===== src/rtl/mem_arbiter.sv =====
// mem_arbiter: arbitrates N_CH requestor channels onto the byte-serial RAM/UART bus.
// An access of 1, 2 or 4 bytes is serialised little-endian. Writes to the UART window
// (addr[17:16] == 2'b11) wait while io_buffer_full is set. A read marked flushable is
// abandoned when flush arrives.
//
// Ports
//   clk_in, rst_in    clock, synchronous active-high reset
//   rdy_in            0 = hold all state and force mem_wr low
//   flush             mispredict flush; cancels flushable reads
//   req_*             per-channel request bundle; req_en is held until resp_rdy
//   resp_rdy          one-cycle completion pulse per channel
//   resp_data         zero-extended read data, valid with resp_rdy
//   mem_din/mem_dout  RAM read byte (1-cycle latency) and write byte
//   mem_a, mem_wr     RAM address and write strobe
//   io_buffer_full    UART transmit buffer full
//
// Configuration: define MEM_ARB_RR_EN for round-robin arbitration. By default
// arbitration is fixed priority, and channel 0 has the highest priority.
module mem_arbiter #(
  parameter int N_CH = 3,
  parameter int CH_W = 2
) (
  input  logic                 clk_in,
  input  logic                 rst_in,
  input  logic                 rdy_in,
  input  logic                 flush,
  input  logic [N_CH-1:0]      req_en,
  input  logic [N_CH-1:0]      req_wr,
  input  logic [2*N_CH-1:0]    req_size,
  input  logic [32*N_CH-1:0]   req_addr,
  input  logic [32*N_CH-1:0]   req_wdata,
  input  logic [N_CH-1:0]      req_flushable,
  output logic [N_CH-1:0]      resp_rdy,
  output logic [31:0]          resp_data,
  input  logic [7:0]           mem_din,
  output logic [7:0]           mem_dout,
  output logic [31:0]          mem_a,
  output logic                 mem_wr,
  input  logic                 io_buffer_full
);

  typedef enum logic [2:0] {IDLE, READ, WRITE, IOWAIT, DONE} state_t;

  state_t            state_q;
  logic [CH_W-1:0]   ch_q;
  logic [31:0]       addr_q, wdata_q;
  logic [2:0]        n_q;
  logic [2:0]        cnt_q;     // READ: cycle index within the access; WRITE/IOWAIT: next byte
  logic              fl_q;
  logic [N_CH-1:0]   excl_q;    // channels that pulsed resp_rdy last cycle
  logic [N_CH-1:0]   resp_rdy_q;
  logic [31:0]       resp_data_q, mem_a_q;
  logic [7:0]        mem_dout_q;
  logic              mem_wr_q;

  logic [N_CH-1:0]   elig;
  logic              gnt_vld;
  logic [CH_W-1:0]   gnt_idx;
  logic              sel_wr, sel_fl;
  logic [1:0]        sel_size;
  logic [2:0]        sel_n;
  logic [31:0]       sel_addr, sel_wdata;
  logic [1:0]        cap_idx;
  logic              io_q;

  // A flushable read cannot be granted in a cycle that carries a flush.
  assign elig = req_en & ~excl_q & ~({N_CH{flush}} & ~req_wr & req_flushable);

`ifdef MEM_ARB_RR_EN
  logic [CH_W-1:0] rr_q;

  always_comb begin : arb
    int j;
    j       = 0;
    gnt_vld = 1'b0;
    gnt_idx = '0;
    // The search starts at rr_q and wraps at N_CH.
    for (int k = 0; k < N_CH; k++) begin
      j = int'(rr_q) + k;
      if (j >= N_CH) j = j - N_CH;
      if (!gnt_vld && elig[j]) begin
        gnt_vld = 1'b1;
        gnt_idx = CH_W'(j);
      end
    end
  end

  always_ff @(posedge clk_in) begin
    if (rst_in)
      rr_q <= '0;
    else if (rdy_in && state_q == IDLE && gnt_vld)
      rr_q <= (gnt_idx == CH_W'(N_CH-1)) ? '0 : gnt_idx + 1'b1;
  end
`else
  always_comb begin : arb
    gnt_vld = 1'b0;
    gnt_idx = '0;
    // Scan from the top down, so the lowest eligible index is written last and wins.
    for (int k = N_CH-1; k >= 0; k--) begin
      if (elig[k]) begin
        gnt_vld = 1'b1;
        gnt_idx = CH_W'(k);
      end
    end
  end
`endif

  always_comb begin : sel
    sel_wr    = 1'b0;
    sel_fl    = 1'b0;
    sel_size  = '0;
    sel_addr  = '0;
    sel_wdata = '0;
    for (int k = 0; k < N_CH; k++) begin
      if (gnt_idx == CH_W'(k)) begin
        sel_wr    = req_wr[k];
        sel_fl    = req_flushable[k];
        sel_size  = req_size[2*k +: 2];
        sel_addr  = req_addr[32*k +: 32];
        sel_wdata = req_wdata[32*k +: 32];
      end
    end
    case (sel_size)
      2'd0:    sel_n = 3'd1;
      2'd1:    sel_n = 3'd2;
      default: sel_n = 3'd4;
    endcase
  end

  // In READ, the byte captured at cycle index cnt_q is byte (cnt_q - 2).
  assign cap_idx = cnt_q[1:0] - 2'd2;
  assign io_q    = (addr_q[17:16] == 2'b11);

  always_ff @(posedge clk_in) begin
    if (rst_in) begin
      state_q     <= IDLE;
      ch_q        <= '0;
      addr_q      <= '0;
      wdata_q     <= '0;
      n_q         <= '0;
      cnt_q       <= '0;
      fl_q        <= 1'b0;
      excl_q      <= '0;
      resp_rdy_q  <= '0;
      resp_data_q <= '0;
      mem_a_q     <= '0;
      mem_dout_q  <= '0;
      mem_wr_q    <= 1'b0;
    end else if (rdy_in) begin
      // The bus is idle unless a state below drives a byte.
      excl_q     <= resp_rdy_q;
      resp_rdy_q <= '0;
      mem_a_q    <= '0;
      mem_dout_q <= '0;
      mem_wr_q   <= 1'b0;
      case (state_q)
        IDLE: begin
          if (gnt_vld) begin
            ch_q    <= gnt_idx;
            addr_q  <= sel_addr;
            wdata_q <= sel_wdata;
            n_q     <= sel_n;
            fl_q    <= sel_fl;
            if (!sel_wr) begin
              state_q     <= READ;
              mem_a_q     <= sel_addr;
              cnt_q       <= 3'd1;
              resp_data_q <= '0;
            end else if (sel_addr[17:16] == 2'b11 && io_buffer_full) begin
              state_q <= IOWAIT;
              cnt_q   <= 3'd0;
            end else begin
              state_q    <= WRITE;
              mem_a_q    <= sel_addr;
              mem_dout_q <= sel_wdata[7:0];
              mem_wr_q   <= 1'b1;
              cnt_q      <= 3'd1;
            end
          end
        end
        READ: begin
          if (flush && fl_q) begin
            state_q <= IDLE;
          end else begin
            if (cnt_q >= 3'd2) resp_data_q[8*cap_idx +: 8] <= mem_din;
            if (cnt_q < n_q)   mem_a_q <= addr_q + {29'b0, cnt_q};
            if (cnt_q == n_q + 3'd1) begin
              state_q    <= DONE;
              resp_rdy_q <= N_CH'(1) << ch_q;
            end
            cnt_q <= cnt_q + 3'd1;
          end
        end
        WRITE: begin
          if (cnt_q == n_q) begin
            state_q    <= DONE;
            resp_rdy_q <= N_CH'(1) << ch_q;
          end else if (io_q && io_buffer_full) begin
            // The UART buffer state is checked again before every byte.
            state_q <= IOWAIT;
          end else begin
            mem_a_q    <= addr_q + {29'b0, cnt_q};
            mem_dout_q <= wdata_q[8*cnt_q[1:0] +: 8];
            mem_wr_q   <= 1'b1;
            cnt_q      <= cnt_q + 3'd1;
          end
        end
        IOWAIT: begin
          if (!io_buffer_full) begin
            state_q    <= WRITE;
            mem_a_q    <= addr_q + {29'b0, cnt_q};
            mem_dout_q <= wdata_q[8*cnt_q[1:0] +: 8];
            mem_wr_q   <= 1'b1;
            cnt_q      <= cnt_q + 3'd1;
          end
        end
        DONE:    state_q <= IDLE;
        default: state_q <= IDLE;
      endcase
    end
  end

  assign resp_rdy  = resp_rdy_q;
  assign resp_data = resp_data_q;
  assign mem_a     = mem_a_q;
  assign mem_dout  = mem_dout_q;
  assign mem_wr    = mem_wr_q & rdy_in;

endmodule


===== config.mk =====
export PLATFORM = sky130hd
export DESIGN_NAME = mem_arbiter
export DESIGN_NICKNAME = d
export VERILOG_FILES = /design/src/rtl/mem_arbiter.sv
export SDC_FILE = /design/constraint.sdc
export NUM_CORES = 1
export LEC_CHECK = 0
export ABC_AREA = 0
export CORE_UTILIZATION = 35
export DETAILED_ROUTE_END_ITERATION = 7
export PLACE_DENSITY_LB_ADDON = 0.2
export SLEW_MARGIN = 30
export SYNTH_ARGS = -nofsm -noshare
export SYNTH_HDL_FRONTEND = slang
export SYNTH_SLANG_ARGS = --single-unit

===== constraint.sdc =====
create_clock -name clk_in -period 5.3 [get_ports clk_in]
set_clock_uncertainty 0.2 [all_clocks]
set_input_delay 1.06 -clock clk_in [delete_from_list [all_inputs] [get_ports clk_in]]
set_output_delay 1.06 -clock clk_in [all_outputs]
set_load 0.005 [all_outputs]

; Word-level counts from Yosys, hierarchy flattened
; Cells that the tools add are included.
[totals]
regBits = 155
input_bits = 220
output_inout_bits = 76
word_cells = 135
[classes]
add_sub_neg = 5
order_cmp = 2
n_eq_ne = 19
shifts = 4
n_mux = 72
bitwise = 8
n_reduce_logical = 12
[ops]
columns = cell, count
row1 = two-way mux 32 bit, 18
row2 = case mux 32 bit (4 select lines), 1
row3 = case mux 32 bit (2 select lines), 1
row4 = two-way mux 8 bit, 6
row5 = two-way mux 3 bit, 14
row6 = negator 5 -> 34 bit, 1
row7 = variable shift 8 x 34 -> 32 bit (first input constant), 1
row8 = indexed part select 8 x 34 -> 32 bit, 1
row9 = adder 32 x 3 -> 32 bit, 1
row10 = bitwise mux 32 bit, 1
row11 = indexed part select 32 x 6 -> 8 bit, 1
row12 = case mux 3 bit (4 select lines), 2
row13 = case mux 8 bit (3 select lines), 1
row14 = two-way mux 1 bit, 18
row15 = two-way mux 2 bit, 7
row16 = != test 2 bit (second input constant), 7
row17 = AND 3 bit, 4
row18 = case mux 3 bit (2 select lines), 2
row19 = inverter 3 bit, 3
row20 = AND reduction 7 bit, 1
row21 = adder 3 x 1 -> 3 bit (second input constant), 2
row22 = == test 2 bit (second input constant), 3
row23 = == test 3 x 2 -> 1 bit (second input constant), 2
row24 = == test 3 bit, 2
row25 = 17 further kinds, 22

; Longest topological paths before layout
[logic_depth]
word_depth = 18
mapped_depth = 10
mapped_depth_nobuf = 8

; Worst setup path after synthesis
; OpenSTA, ideal clock, no wires.
[synth_timing]
path_kind = in2reg
startpoint = input req_wr[2]
endpoint = register mem_a_q[22] (netlist: mem_a[22])
setup_time_ns = 0.122
t_arrival_ns = 2.769
required_time_ns = 4.978
setup_slack_ns = 2.209
cell_stages = 7
n_path_buf = 1
cell_sequence = nand3b_2 > a222oi_1 > nor2b_1 > and2_1 > buf_6 > and2_4 > a221o_1
[synth_between]
elab_chain_cells = 18
word_cells_on_any_way = 26
classes_between = eq/ne (3) / mux (16) / bitwise (5) / reduce/logical (2)
[synth_rtl]
columns = item, line_no
row1 = from (decl), 28  ; input logic [N_CH-1:0] req_wr,
row2 = inverter 3 bit, 67  ; assign elig = req_en & ~excl_q & ~({N_CH{flush}} & ~req_wr & req_flushable);
row3 = AND 3 bit (2 in series), 67
row4 = inverter 3 bit, 67
row5 = AND 3 bit, 67
row6 = two-way mux 2 bit (3 in series), 100  ; if (elig[k]) begin
row7 = logical NOT 2 bit, 115  ; if (gnt_idx == CH_W'(k)) begin
row8 = two-way mux 32 bit (3 in series), 115
row9 = == test 2 bit, 169  ; end else if (sel_addr[17:16] == 2'b11 && io_buffer_full) begin
row10 = logical AND 1 bit, 169
row11 = two-way mux 32 bit, 169
row12 = two-way mux 32 bit, 164  ; if (!sel_wr) begin
row13 = two-way mux 32 bit *, 158  ; if (gnt_vld) begin
row14 = case mux 32 bit (4 select lines) *, 156  ; case (state_q)
row15 = to (signal assigned), 166  ; mem_a_q <= sel_addr;
row16 = to (signal assigned), 174  ; mem_a_q <= sel_addr;
row17 = to (signal assigned), 186  ; if (cnt_q < n_q) mem_a_q <= addr_q + {29'b0, cnt_q};
row18 = to (decl), 52  ; logic [31:0] resp_data_q, mem_a_q;
; Every way passes the cells marked *; elsewhere a longest branch is shown, timed or not.
; A chain may end at the register's enable or synchronous reset.

; Worst setup path in the final report
[layout_timing]
startpoint = input req_en[0]
endpoint = register mem_a_q[15] (netlist: mem_a[15])
[layout_between]
elab_chain_cells = 13
word_cells_on_any_way = 19
classes_between = eq/ne (3) / mux (12) / bitwise (2) / reduce/logical (2)
[layout_rtl]
columns = item, line_no
row1 = from (decl), 27  ; input logic [N_CH-1:0] req_en,
row2 = AND 3 bit * (2 in series), 67
row3 = two-way mux 2 bit, 100
row4 = logical NOT 2 bit, 115
row5 = two-way mux 32 bit (3 in series), 115
row6 = == test 2 bit, 169
row7 = logical AND 1 bit, 169
row8 = two-way mux 32 bit, 169
row9 = two-way mux 32 bit, 164
row10 = two-way mux 32 bit *, 158
row11 = case mux 32 bit (4 select lines) *, 156
; Marked as above.

==> summary.md <==
| Metric | Value |
|---|---|
| Max Clock Freq | `246.3 MHz` |
| First-pass GRT wire length | `50080 µm` |
| Crit path capture type | `flop` |
| Mapped Nets | `1332` |
| Final Cycle Share | `0.7660` |
| Largest area contributor in the netlist | `dfxtp_1` |
| R2R cell count | `7` |
| Worst R2R Setup Slack | `2.09 ns` |
| Total gr overflow | `0` |
| Cell breakdown of the critical path | `clkdlybuf4s50_1 -> nor2b_1 -> and2_2 -> buf_4 -> a2bb2oi_1 -> a2111o_1 -> nand2_2 -> o21ai_0` |
| Share of layout cells above drive strength 1 | `0.07037` |
| Setup Viol. Count Final | `0` |
| Htree depth | `4` |
| DR iter-0 viols | `691` |
| WHS Endpoint | `wdata_q[10]` |
| # hold bufs at CTS | `0` |
| Vias | `9383` |
| Final core utilization | `0.5126` |
| Number of fill cells in the layout | `2331` |
| Initial antenna violation count | `1` |
| Post-DP HPWL | `23740 µm` |
| Post-synth EDFFs | `0` |
| Std-Cell Rows | `57` |
| Outcome | `finished clean` |
| Layer with the highest usage | `met2` |
| PwrDens | `301.1 nW/µm²` |
| Netlist Area Pre-Place | `8703 µm²` |
| Setup slack after layout | `about 1.2 ns` |
| Largest net degree at the start of global routing | `76` |
| #FFs+latches synth | `155` |
| WP buf/inv | `2` |
| Number of buffers created by CTS | `17` |
| CTS Buffer Depth | `2` |
| # Post-CTS Setup Buffers | `0` |
| Avg Synthesized Cell Area | `between 7 and 8 µm²` |
| R2R Path End | `mem_a[15]` |
| Core area | `24320 µm²` |
| Max IR drop VDD | `0.0002353 V` |
| Max Cap Viol | `0` |
| RSZ-0062 raised after global routing | `no` |
| GRT Total Usage | `0.2500` |
| Synth top area cells | `dfxtp_1 (36%), nand2_1 (7.7%), o21ai_0 (6.2%)` |
| Worst slack, placed | `0.8562 ns` |
| Post-route cell area | `12470 µm²` |
| Crit-path leading delay family | `simple AND/OR/NAND/NOR gates` |
| Worst-Margin Slew | `approximately 0.86 ns` |
| Area post-placement | `11840 µm²` |
| GR Layer Usage met3 | `0.05091` |
| Met2 Use GR | `0.4139` |
| Hold path depth | `2` |
| Startpoint Class | `input port` |
| Post-synthesis instance total | `1100` |
| Die area | `about 26000 µm²` |
| M1 GR Usage | `0.3233` |
| DRC | `0` |
| Tmin final | `roughly 4.1 ns` |
| Leakage Power | `4.298 nW` |
| Relative slew margins | `0.4260` |
| Register area share after synthesis | `0.3565` |
| Routed WL | `32170 µm` |
| Synth-to-Final Area Change | `43.24%` |
| Crit-path max FO | `33` |
| Crit path kind | `input port to flop` |
| Hold Crit Class | `flop to flop` |
| Reg-to-reg startpoint | `excl_q[0]` |
| Clock sink count | `155` |
| Drt pass-1 iters | `5` |
| Final Slew Violations | `0` |
| Nets | `roughly 1600` |
| Post-CTS Resized | `0` |
| RD Place Congestion | `0.9206` |
| Final hold violation count | `0` |
| Clock Latency Late Sink | `between 0.4 and 0.5 ns` |
| Share of the synthesized area in the top cell type | `0.3565` |
| Wire per inst | `19.21 µm` |
| Chip height | `159.7 µm` |
| CTS root buffer | `clkbuf_16` |
| Port Buf Inserts | `295` |
| Initial core utilization | `0.3579` |
| Chip width | `159.7 µm` |
| Asr flop ratio synth | `0` |
| Warning count from the yosys run | `0` |
| CP max-delay cell | `and2_2` |
| Dominant synthesized flop cell | `dfxtp_1` |
| Vias per cell | `5.602` |
| CTS tree | `yes` |
| CP required | `5.44 ns` |
| Distinct cells, synth | `69` |
| Ports | `a little under 300` |
| Setup TNS | `0 ns` |
| Slowest stage delay, CP | `0.63 ns` |
| Hold_sp | `wdata_q[10]` |
| Post-DRT Antenna Nets | `0` |
| Vias in the first global route | `9019` |
| Reg clk slew, reported paths | `0.07 ns` |
| Hold WS | `0.2562 ns` |
| Worst Path Arrival | `4.20 ns` |
sequential cells by signal, summed over array words and instances (netlist names):
signal / count
addr_q: 32
mem_a: 32
resp_data: 32
wdata_q: 32
mem_dout: 8
cnt_q: 3
excl_q: 3
n_q: 3
resp_rdy: 3
state_q: 3
ch_q: 2
fl_q: 1
mem_wr_q: 1
synthesized netlist by cell type, types with 3 or more instances:
master,number
a211o_1,3
a211oi_1,4
a21oi_1,100
a221o_1,5
a22oi_1,28
a2bb2oi_1,5
a31oi_1,5
and2_0,3
and2_1,14
and3_1,5
and4_1,3
buf_2,20
buf_4,3
clkbuf_1,68
dfxtp_1,155
ha_1,11
inv_1,10
mux2_2,15
mux2i_1,5
mux4_2,8
nand2_1,179
nand2b_1,5
nand3_1,66
nand3b_1,4
nand4_1,10
nand4b_1,3
nor2_1,31
nor2b_1,6
nor3_1,12
nor4_1,4
o211ai_1,60
o21ai_0,107
o22a_1,9
o22ai_1,36
o41ai_1,9
or3_1,3
or4b_1,16
xnor2_1,17
xor2_1,15
layer usage:
layer	vias up	part of all wire
met4	0	0.021
met2	347	0.48
met1	4464	0.44
met5	-	0
li1	4532	-
met3	40	0.064
kinds of logic (layout without fill, tap and decap cells):
| kind of cell | count (synthesis) | after routing | share of synthesized area |
|---|---|---|---|
| compound gates | 391 | 391 | 0.2828 |
| xor+xnor | 33 | 33 | 0.03493 |
| simple gates | 377 | 377 | 0.2119 |
| other cells | 0 | 1 | 0 |
| mux | 28 | 28 | 0.04586 |
| flops | 155 | 155 | 0.3565 |
| buf+inv | 104 | 354 | 0.04989 |
| fa+ha+maj | 12 | 12 | 0.01811 |
power by group:
group          switching (W)  internal (W)
Clock               0.000514      0.000770
Combinational       0.000579      0.000497
Sequential          0.000109       0.00129
metrics by stage:
step                      power, W  instances
after floorplan           0.002025       1100
after global placement    0.002479       1642
after detailed placement  0.002489       1642
after CTS                 0.003767       1674
after global routing      0.003938       1675
final                     0.003754       1675
cell type report:
class | count | area [µm²] | area share
Antenna cell | 1 | 2.502 | 0.0002007
Clock buffer | 19 | 452.9 | 0.03633
Clock inverter | 13 | 166.4 | 0.01335
Inverter | 10 | 37.54 | 0.003011
Multi-Input combinational cell | 841 | 5196 | 0.4168
Sequential cell | 155 | 3103 | 0.2489
Tap cell | 324 | 405.4 | 0.03252
Timing Repair Buffer | 312 | 3103 | 0.2489
cells in the final DEF, fill, tap and decap left out, types with 10 or more instances in the layout:
cell,count
clkdlybuf4s50_1,294
nand2_1,178
xnor2_1,17
ha_1,11
xor2_1,15
or4b_1,16
buf_4,16
nor3_1,12
mux2_2,15
clkbuf_16,17
o21ai_0,107
a22oi_1,28
and2_1,15
nand4_1,10
a21oi_1,100
nor2_1,29
o211ai_1,60
dfxtp_1,155
o22ai_1,36
nand3_1,66
how the worst max path moves through the flow:
stage	startpoint	endpoint	cells past startpoint
after global placement	req_en[0]	mem_a[24]	8
final	req_en[0]	mem_a[15]	8
after CTS	req_en[0]	mem_a[15]	8
after floorplan	req_wr[2]	mem_a[22]	7
after detailed placement	req_en[0]	mem_a[8]	8
after global routing	req_en[0]	mem_dout[5]	8
worst min-delay path: stages, from the launching register on:
cell	delay, ns
dfxtp_1	0.31
nand2_1	0.05
a21oi_1	0.05
(Power assumes the default switching activity.)
